`config.mk`:
```
export PLATFORM = sky130hd
export DESIGN_NAME = gshare_predictor_flat
export DESIGN_NICKNAME = d
export VERILOG_FILES = /design/src/rtl/gshare_if.sv /design/src/rtl/gshare_predictor.sv /design/src/flat_wrapper.sv
export SDC_FILE = /design/constraint.sdc
export NUM_CORES = 2
export LEC_CHECK = 0
export ABC_AREA = 0
export CORE_ASPECT_RATIO = 0.5
export CORE_MARGIN = 1
export CORE_UTILIZATION = 54
export DETAILED_ROUTE_END_ITERATION = 12
export GPL_TIMING_DRIVEN = 0
export PLACE_DENSITY = 0.8
export SLEW_MARGIN = 20
export SYNTH_ARGS = -nofsm -noshare
export SYNTH_HDL_FRONTEND = slang
export SYNTH_SLANG_ARGS = --single-unit
```
`constraint.sdc`:
```
create_clock -name clk -period 20.7 [get_ports clk]
set_input_delay 4.14 -clock clk [delete_from_list [all_inputs] [get_ports clk]]
set_output_delay 4.14 -clock clk [all_outputs]
set_load 0.005 [all_outputs]
```
`src/rtl/gshare_if.sv`:
```
// Fetch/commit signal bundle between the front end, the ROB and the gshare predictor.
// The master side drives fetch and commit information; the predictor is the slave.
interface gshare_if #(
    parameter int XLEN   = 32,
    parameter int HIST_W = 8
);
    logic [XLEN-1:0]   fet_inst_addr;
    logic              fet_br_valid;
    logic              bp_pred;
    logic [HIST_W-1:0] bp_ghr;
    logic              rob_bp_enable;
    logic [XLEN-1:0]   rob_bp_inst_addr;
    logic [HIST_W-1:0] rob_bp_ghr;
    logic              rob_bp_jump;
    logic              rob_bp_correct;
    logic [XLEN-1:0]   bp_correct_cnt;
    logic [XLEN-1:0]   bp_total_cnt;

    modport master (
        output fet_inst_addr, fet_br_valid,
        output rob_bp_enable, rob_bp_inst_addr, rob_bp_ghr, rob_bp_jump, rob_bp_correct,
        input  bp_pred, bp_ghr, bp_correct_cnt, bp_total_cnt
    );

    modport slave (
        input  fet_inst_addr, fet_br_valid,
        input  rob_bp_enable, rob_bp_inst_addr, rob_bp_ghr, rob_bp_jump, rob_bp_correct,
        output bp_pred, bp_ghr, bp_correct_cnt, bp_total_cnt
    );
endinterface

```
`src/rtl/gshare_predictor.sv`:
```
// Gshare/bimodal branch direction predictor: saturating-counter table, speculative global
// history with commit-time repair, and saturating accuracy statistics.
module gshare_predictor #(
    parameter int XLEN     = 32,
    parameter int IDX_W    = 8,
    parameter int CTR_W    = 2,
    parameter int CTR_INIT = 1,
    parameter int HIST_W   = 8,
    parameter int ADDR_LSB = 1,
    parameter int MODE     = 1
) (
    input  logic     clk,
    input  logic     rst,
    input  logic     rdy,
    gshare_if.slave  bp
);
    localparam int             DEPTH    = 1 << IDX_W;
    localparam bit             USE_HIST = (MODE != 0);
    localparam logic [CTR_W-1:0] CTR_RST = CTR_W'(CTR_INIT);

    logic [CTR_W-1:0]  table_q [DEPTH];
    logic [CTR_W-1:0]  table_d [DEPTH];
    logic [HIST_W-1:0] ghr_q, ghr_d;
    logic [XLEN-1:0]   total_q, total_d;
    logic [XLEN-1:0]   correct_q, correct_d;
    logic [IDX_W-1:0]  fet_idx, rob_idx;
    logic              unused_addr_bits;

    function automatic logic [IDX_W-1:0] pc_idx(input logic [XLEN-1:0] a);
        return a[ADDR_LSB +: IDX_W];
    endfunction

    function automatic logic [IDX_W-1:0] hist_ext(input logic [HIST_W-1:0] h);
        return IDX_W'(h);
    endfunction

    // Shift through a HIST_W+1 temporary so HIST_W=1 needs no special case.
    function automatic logic [HIST_W-1:0] hist_shift(input logic [HIST_W-1:0] h, input logic b);
        logic [HIST_W:0] t;
        t = {h, b};
        return t[HIST_W-1:0];
    endfunction

    function automatic logic [CTR_W-1:0] ctr_inc(input logic [CTR_W-1:0] c);
        return (c == {CTR_W{1'b1}}) ? c : c + 1'b1;
    endfunction

    function automatic logic [CTR_W-1:0] ctr_dec(input logic [CTR_W-1:0] c);
        return (c == '0) ? c : c - 1'b1;
    endfunction

    function automatic logic [XLEN-1:0] stat_inc(input logic [XLEN-1:0] c);
        return (c == {XLEN{1'b1}}) ? c : c + 1'b1;
    endfunction

    assign fet_idx = pc_idx(bp.fet_inst_addr) ^ (USE_HIST ? hist_ext(ghr_q) : '0);
    // Commit indexes with the history the branch was predicted under, not the current one.
    assign rob_idx = pc_idx(bp.rob_bp_inst_addr) ^ (USE_HIST ? hist_ext(bp.rob_bp_ghr) : '0);

    assign bp.bp_pred        = table_q[fet_idx][CTR_W-1];
    assign bp.bp_ghr         = ghr_q;
    assign bp.bp_total_cnt   = total_q;
    assign bp.bp_correct_cnt = correct_q;

    assign unused_addr_bits = ^{bp.fet_inst_addr, bp.rob_bp_inst_addr};

    always_comb begin
        table_d   = table_q;
        ghr_d     = ghr_q;
        total_d   = total_q;
        correct_d = correct_q;
        if (rdy) begin
            if (bp.rob_bp_enable) begin
                table_d[rob_idx] = bp.rob_bp_jump ? ctr_inc(table_q[rob_idx])
                                                  : ctr_dec(table_q[rob_idx]);
                total_d = stat_inc(total_q);
                if (bp.rob_bp_correct)
                    correct_d = stat_inc(correct_q);
            end
            // A mispredict flushes younger fetches, so repair wins over a same-cycle shift.
            if (bp.rob_bp_enable && !bp.rob_bp_correct)
                ghr_d = hist_shift(bp.rob_bp_ghr, bp.rob_bp_jump);
            else if (bp.fet_br_valid)
                ghr_d = hist_shift(ghr_q, bp.bp_pred);
        end
    end

    always_ff @(posedge clk or posedge rst) begin
        if (rst) begin
            for (int i = 0; i < DEPTH; i++)
                table_q[i] <= CTR_RST;
            ghr_q     <= '0;
            total_q   <= '0;
            correct_q <= '0;
        end else begin
            table_q   <= table_d;
            ghr_q     <= ghr_d;
            total_q   <= total_d;
            correct_q <= correct_d;
        end
    end
endmodule

```
`src/flat_wrapper.sv`:
```
// flat-port wrapper written by rule: the top's interface ports become plain ports
module gshare_predictor_flat 
#(
    parameter int XLEN     = 32,
    parameter int IDX_W    = 8,
    parameter int CTR_W    = 2,
    parameter int CTR_INIT = 1,
    parameter int HIST_W   = 8,
    parameter int ADDR_LSB = 1,
    parameter int MODE     = 1
)
  (clk, rst, rdy, bp_fet_inst_addr, bp_fet_br_valid, bp_rob_bp_enable, bp_rob_bp_inst_addr, bp_rob_bp_ghr, bp_rob_bp_jump, bp_rob_bp_correct, bp_bp_pred, bp_bp_ghr, bp_bp_correct_cnt, bp_bp_total_cnt);
  gshare_if #(.XLEN(XLEN), .HIST_W(HIST_W)) bp_i ();
  input  logic clk;
  input  logic rst;
  input  logic rdy;
  input wire logic [$bits(bp_i.fet_inst_addr)-1:0] bp_fet_inst_addr;
  input wire logic [$bits(bp_i.fet_br_valid)-1:0] bp_fet_br_valid;
  input wire logic [$bits(bp_i.rob_bp_enable)-1:0] bp_rob_bp_enable;
  input wire logic [$bits(bp_i.rob_bp_inst_addr)-1:0] bp_rob_bp_inst_addr;
  input wire logic [$bits(bp_i.rob_bp_ghr)-1:0] bp_rob_bp_ghr;
  input wire logic [$bits(bp_i.rob_bp_jump)-1:0] bp_rob_bp_jump;
  input wire logic [$bits(bp_i.rob_bp_correct)-1:0] bp_rob_bp_correct;
  output wire logic [$bits(bp_i.bp_pred)-1:0] bp_bp_pred;
  output wire logic [$bits(bp_i.bp_ghr)-1:0] bp_bp_ghr;
  output wire logic [$bits(bp_i.bp_correct_cnt)-1:0] bp_bp_correct_cnt;
  output wire logic [$bits(bp_i.bp_total_cnt)-1:0] bp_bp_total_cnt;
  assign bp_i.fet_inst_addr = bp_fet_inst_addr;
  assign bp_i.fet_br_valid = bp_fet_br_valid;
  assign bp_i.rob_bp_enable = bp_rob_bp_enable;
  assign bp_i.rob_bp_inst_addr = bp_rob_bp_inst_addr;
  assign bp_i.rob_bp_ghr = bp_rob_bp_ghr;
  assign bp_i.rob_bp_jump = bp_rob_bp_jump;
  assign bp_i.rob_bp_correct = bp_rob_bp_correct;
  assign bp_bp_pred = bp_i.bp_pred;
  assign bp_bp_ghr = bp_i.bp_ghr;
  assign bp_bp_correct_cnt = bp_i.bp_correct_cnt;
  assign bp_bp_total_cnt = bp_i.bp_total_cnt;
  gshare_predictor #(.XLEN(XLEN), .IDX_W(IDX_W), .CTR_W(CTR_W), .CTR_INIT(CTR_INIT), .HIST_W(HIST_W), .ADDR_LSB(ADDR_LSB), .MODE(MODE)) u_core (.clk(clk), .rst(rst), .rdy(rdy), .bp(bp_i));
endmodule
```
==> results.txt <==
----------------------------------------------------
[Status]
  Run status ... complete, no violations

[Route]
  Number of design rule violations left after detail routing ... 0
  Via count ... 25709
  Mean routed wirelength per cell ... 28.8 µm
  Detailed-routing iteration count for the pre-antenna-repair pass ... 8
  Final Routed Wirelength ... 108000 µm
  Average vias per placed instance ... 6.86
  DR iter-0 viols ... 4173
  Number of routed nets with antenna violations ... 0

[Flow run]
  Maximum capacitance violations ... 0

[Logic synthesis]
  Syn_area_per_cell ... 10.5 µm²
  Most used standard cells in the synthesized netlist ... sky130_fd_sc_hd__nand2_1, sky130_fd_sc_hd__dfrtp_1, sky130_fd_sc_hd__o31ai_1
  Cell type with the largest total area after synthesis ... sky130_fd_sc_hd__dfrtp_1
  Number of enable flip-flop cells after synthesis ... 0
  Gate count of the mapped netlist ... 2816
  Main synth FF type ... sky130_fd_sc_hd__dfrtp_1
  Area share of the largest cell type after synthesis ... 27.8%
  Count of unique library cells instantiated by Yosys ... 53
  Async S/R FF share, synth ... 100%
  Most frequent cell after synthesis ... sky130_fd_sc_hd__nand2_1
  Seq/Total Area, Yosys ... 50.5%
  Synth area leaders ... sky130_fd_sc_hd__dfrtp_1, sky130_fd_sc_hd__dfstp_2, sky130_fd_sc_hd__mux4_2
  Synth Cell Area ... 0.0296 mm²
  Number of synthesized register bits ... 584
  Number of warnings printed during yosys synthesis ... 0
  Net Count, Synth ... 2897

[Placed design]
  Final Wtd Congestion ... 1.07
  HPWL reported at the end of detailed placement ... 72900 µm
  Pre-CTS WS ... 7.08 ns
  Port Buffers ... 103
  Placed cell count ... 3644

[STA]
  Time the worst path needs with I/O delays and setup ... 13.98 ns
  Worst-Margin Slew ... 1.38 ns
  Minimum setup slack in the final design ... 6.72 ns
  Slew headroom ... 7.85%
  Finish-stage setup viols ... 0
  TNS Setup ... 0 ns
  Ratio of final minimum period to clock period ... 67.5%
  Upper clock frequency limit ... 71.5 MHz
  Max Slew Vio Count ... 0
  Final hold vios ... 0
  Setup repair after global routing missed its margin ... false
  Setup skew after layout ... 0.0289 ns

[Final layout]
  Ratio of cells with drive above 1 in the final layout ... 21.9%
  Area growth from synthesis to layout ... 14.0%
  Share of the core filled with cells in the final layout ... 62.5%
  Seq. cell area ... 0.0149 mm²
  Multi-input combinational cell area ... 0.0138 mm²
  Fill count ... 4149
  Number of standard cells in the layout, taps in and fillers out ... 3745
  Final-stage net count ... 3068

[Clock network]
  Maximum number of buffers from clock root to sink ... 3
  Buffers inserted by post-CTS timing repair ... 0
  Buffer cell driving the clock tree root ... sky130_fd_sc_hd__clkbuf_16
  Insertion delay to the later sink of the worst-skew pair ... 0.62 ns
  Total CTS buffers ... 53
  TritonCTS clock tree ... done
  Deepest level of the CTS H-tree ... 2
  Clock Pin Slew Worst Setup and Hold Paths ... 0.07 ns
  Sink count of the clock tree ... 584
  Number of cells upsized or downsized after cts ... 0
  Number of buffers added to fix hold violations after cts ... 0

[Critical path]
  Reg2reg setup slack ... 15.10 ns
  Biggest fanout along the worst timing path ... 10
  Start-to-end type of the worst setup path ... input pin to primary output
  Arrival time reported for the critical path endpoint ... 9.84 ns
  Critical path's slowest cell ... sky130_fd_sc_hd__nor3_1
  Critical path's top delay family ... buffers and inverters
  Endpoint type of the worst setup path ... primary output
  Required time of the worst setup path ... 16.56 ns
  Longest individual stage delay on the worst path ... 0.80 ns
  Cell Chain, Critical Path ... clkdlybuf4s50_1, xor2_4, buf_2, buf_2, mux4_2, a221oi_1, o22ai_1, nor3_1, mux2i_1, mux2_2, clkdlybuf4s50_1
  Number of buffers and inverters on the critical path ... 4
  Critical Path Start Type ... input pin

[GRT]
  Pin count of the biggest net entering global routing ... 110
  Number of global-route vias before repair ... 24540
  Wire length of the first global-routing pass ... 157000 µm
  Fraction of met3 tracks used by global routing ... 19.5%
  GRT busiest layer ... met2
  Grt met1 use ... 48.7%
  Initial antenna violation count ... 6
  Grt total ovfl ... 0
  Total routing resource utilization after global routing ... 38.6%
  Met2 GRT Util ... 54.2%

[Floorplan]
  Number of placement rows ... 60
  Die footprint ... 0.0558 mm²
  Die Height ... 167 µm
  Initial standard-cell utilization of the core ... 54.9%
  Placeable core region ... 0.0539 mm²
  Boundary pin count ... 152
  Die Wd ... 333 µm

[Power]
  Leakage component of the power ... 0.0126 µW
  Total power consumption of the routed design ... 2750 µW
  PwrDens ... 81.5 mW/mm²
  VDD IR max ... 0.0000619 V

[Hold path]
  Tightest Hold Check Type ... flip-flop to flip-flop

----------------------------------------------------
per-stage QoR:
stage	area [µm²]	hold slack (ns)
floorplan	29600	0.449
global placement	31500	0.456
detailed placement	31800	0.462
CTS	33700	0.471
global route	33700	0.479
finish	33700	0.469
worst register-to-register path, delay by kind of cell, from the launching register on:
family	cells	cell delay (ns)
mux	3	1.09
xor+xnor	1	0.72
buf+inv	2	1.42
simple gates	1	0.80
compound gates	3	0.95
flops	1	0.50
flip-flops by register name, indices dropped and copies added (netlist names):
name,cells
u_core.table_q,512
u_core.bp.bp_total_cnt,32
u_core.bp.bp_correct_cnt,32
u_core.bp.bp_ghr,8
per-layer routing:
layer | vias to the layer above | wire (µm)
met5 | - | 216
met4 | 12 | 6840
met3 | 524 | 18300
met2 | 2029 | 44600
met1 | 12560 | 37800
li1 | 10584 | -
placed cells by master, fill, tap and decap left out, types with 5 or more instances in the layout:
cell type / n
sky130_fd_sc_hd__o31ai_1: 257
sky130_fd_sc_hd__a22oi_1: 29
sky130_fd_sc_hd__buf_2: 52
sky130_fd_sc_hd__a221oi_1: 8
sky130_fd_sc_hd__xor2_1: 24
sky130_fd_sc_hd__and2_1: 6
sky130_fd_sc_hd__nand4_1: 22
sky130_fd_sc_hd__buf_4: 31
sky130_fd_sc_hd__clkdlybuf4s50_1: 103
sky130_fd_sc_hd__inv_1: 5
sky130_fd_sc_hd__a21oi_1: 21
sky130_fd_sc_hd__clkinv_2: 11
sky130_fd_sc_hd__and3_1: 18
sky130_fd_sc_hd__clkbuf_1: 60
sky130_fd_sc_hd__o21ai_1: 212
sky130_fd_sc_hd__a22o_1: 10
sky130_fd_sc_hd__buf_16: 6
sky130_fd_sc_hd__o22ai_1: 34
sky130_fd_sc_hd__bufinv_16: 7
sky130_fd_sc_hd__nor2_1: 64
sky130_fd_sc_hd__a41oi_1: 6
sky130_fd_sc_hd__and4_1: 5
sky130_fd_sc_hd__clkbuf_2: 27
sky130_fd_sc_hd__clkbuf_16: 54
sky130_fd_sc_hd__mux4_2: 170
sky130_fd_sc_hd__nor4_2: 6
sky130_fd_sc_hd__dfrtp_1: 328
sky130_fd_sc_hd__buf_1: 16
sky130_fd_sc_hd__nand3_1: 58
sky130_fd_sc_hd__nor4_1: 6
sky130_fd_sc_hd__o21ai_0: 44
sky130_fd_sc_hd__buf_6: 7
sky130_fd_sc_hd__clkbuf_8: 11
sky130_fd_sc_hd__nand2_1: 880
sky130_fd_sc_hd__nor3_1: 15
sky130_fd_sc_hd__dfstp_2: 256
sky130_fd_sc_hd__xnor2_1: 61
sky130_fd_sc_hd__mux2i_1: 48
worst paths after layout:
path / cells past startpoint / from / endpoint
worst max-delay path: 11 / bp_fet_inst_addr[1] / bp_bp_pred
worst min-delay path: 2 / u_core.table_q[286] / u_core.table_q[286]
worst max register to register: 10 / u_core.bp.bp_ghr[0] / u_core.bp.bp_ghr[0]
worst min register to register: 2 / u_core.table_q[286] / u_core.table_q[286]
max in group asynchronous: 6 / rst / u_core.table_q[266]
min in group asynchronous: 2 / rst / u_core.table_q[119]
power by group:
part / internal (µW) / switching [µW]
clock: 606 / 465
sequential: 1200 / 32.2
combinational: 132 / 313
final cells by class:
class | instances | area share (%)
Tap cell | 713 | 2.65
Timing Repair Buffer | 116 | 3.74
Clock buffer | 74 | 4.56
Multi-Input combinational cell | 2048 | 41.0
Clock inverter | 23 | 0.909
Buffer | 178 | 2.69
Inverter | 6 | 0.0891
Antenna cell | 3 | 0.0223
Sequential cell | 584 | 44.3
kinds of logic after synthesis:
group,Yosys count,synth area share [%]
AO/OA/AOI/OAI,647,14.2
XOR/XNOR,90,2.72
adder cells (fa/ha/maj),2,0.0846
buffers and inverters,184,3.03
flip-flops,584,50.5
multiplexers,222,14.7
AND/OR/NAND/NOR,1087,14.7
(Power assumes the default switching activity.)
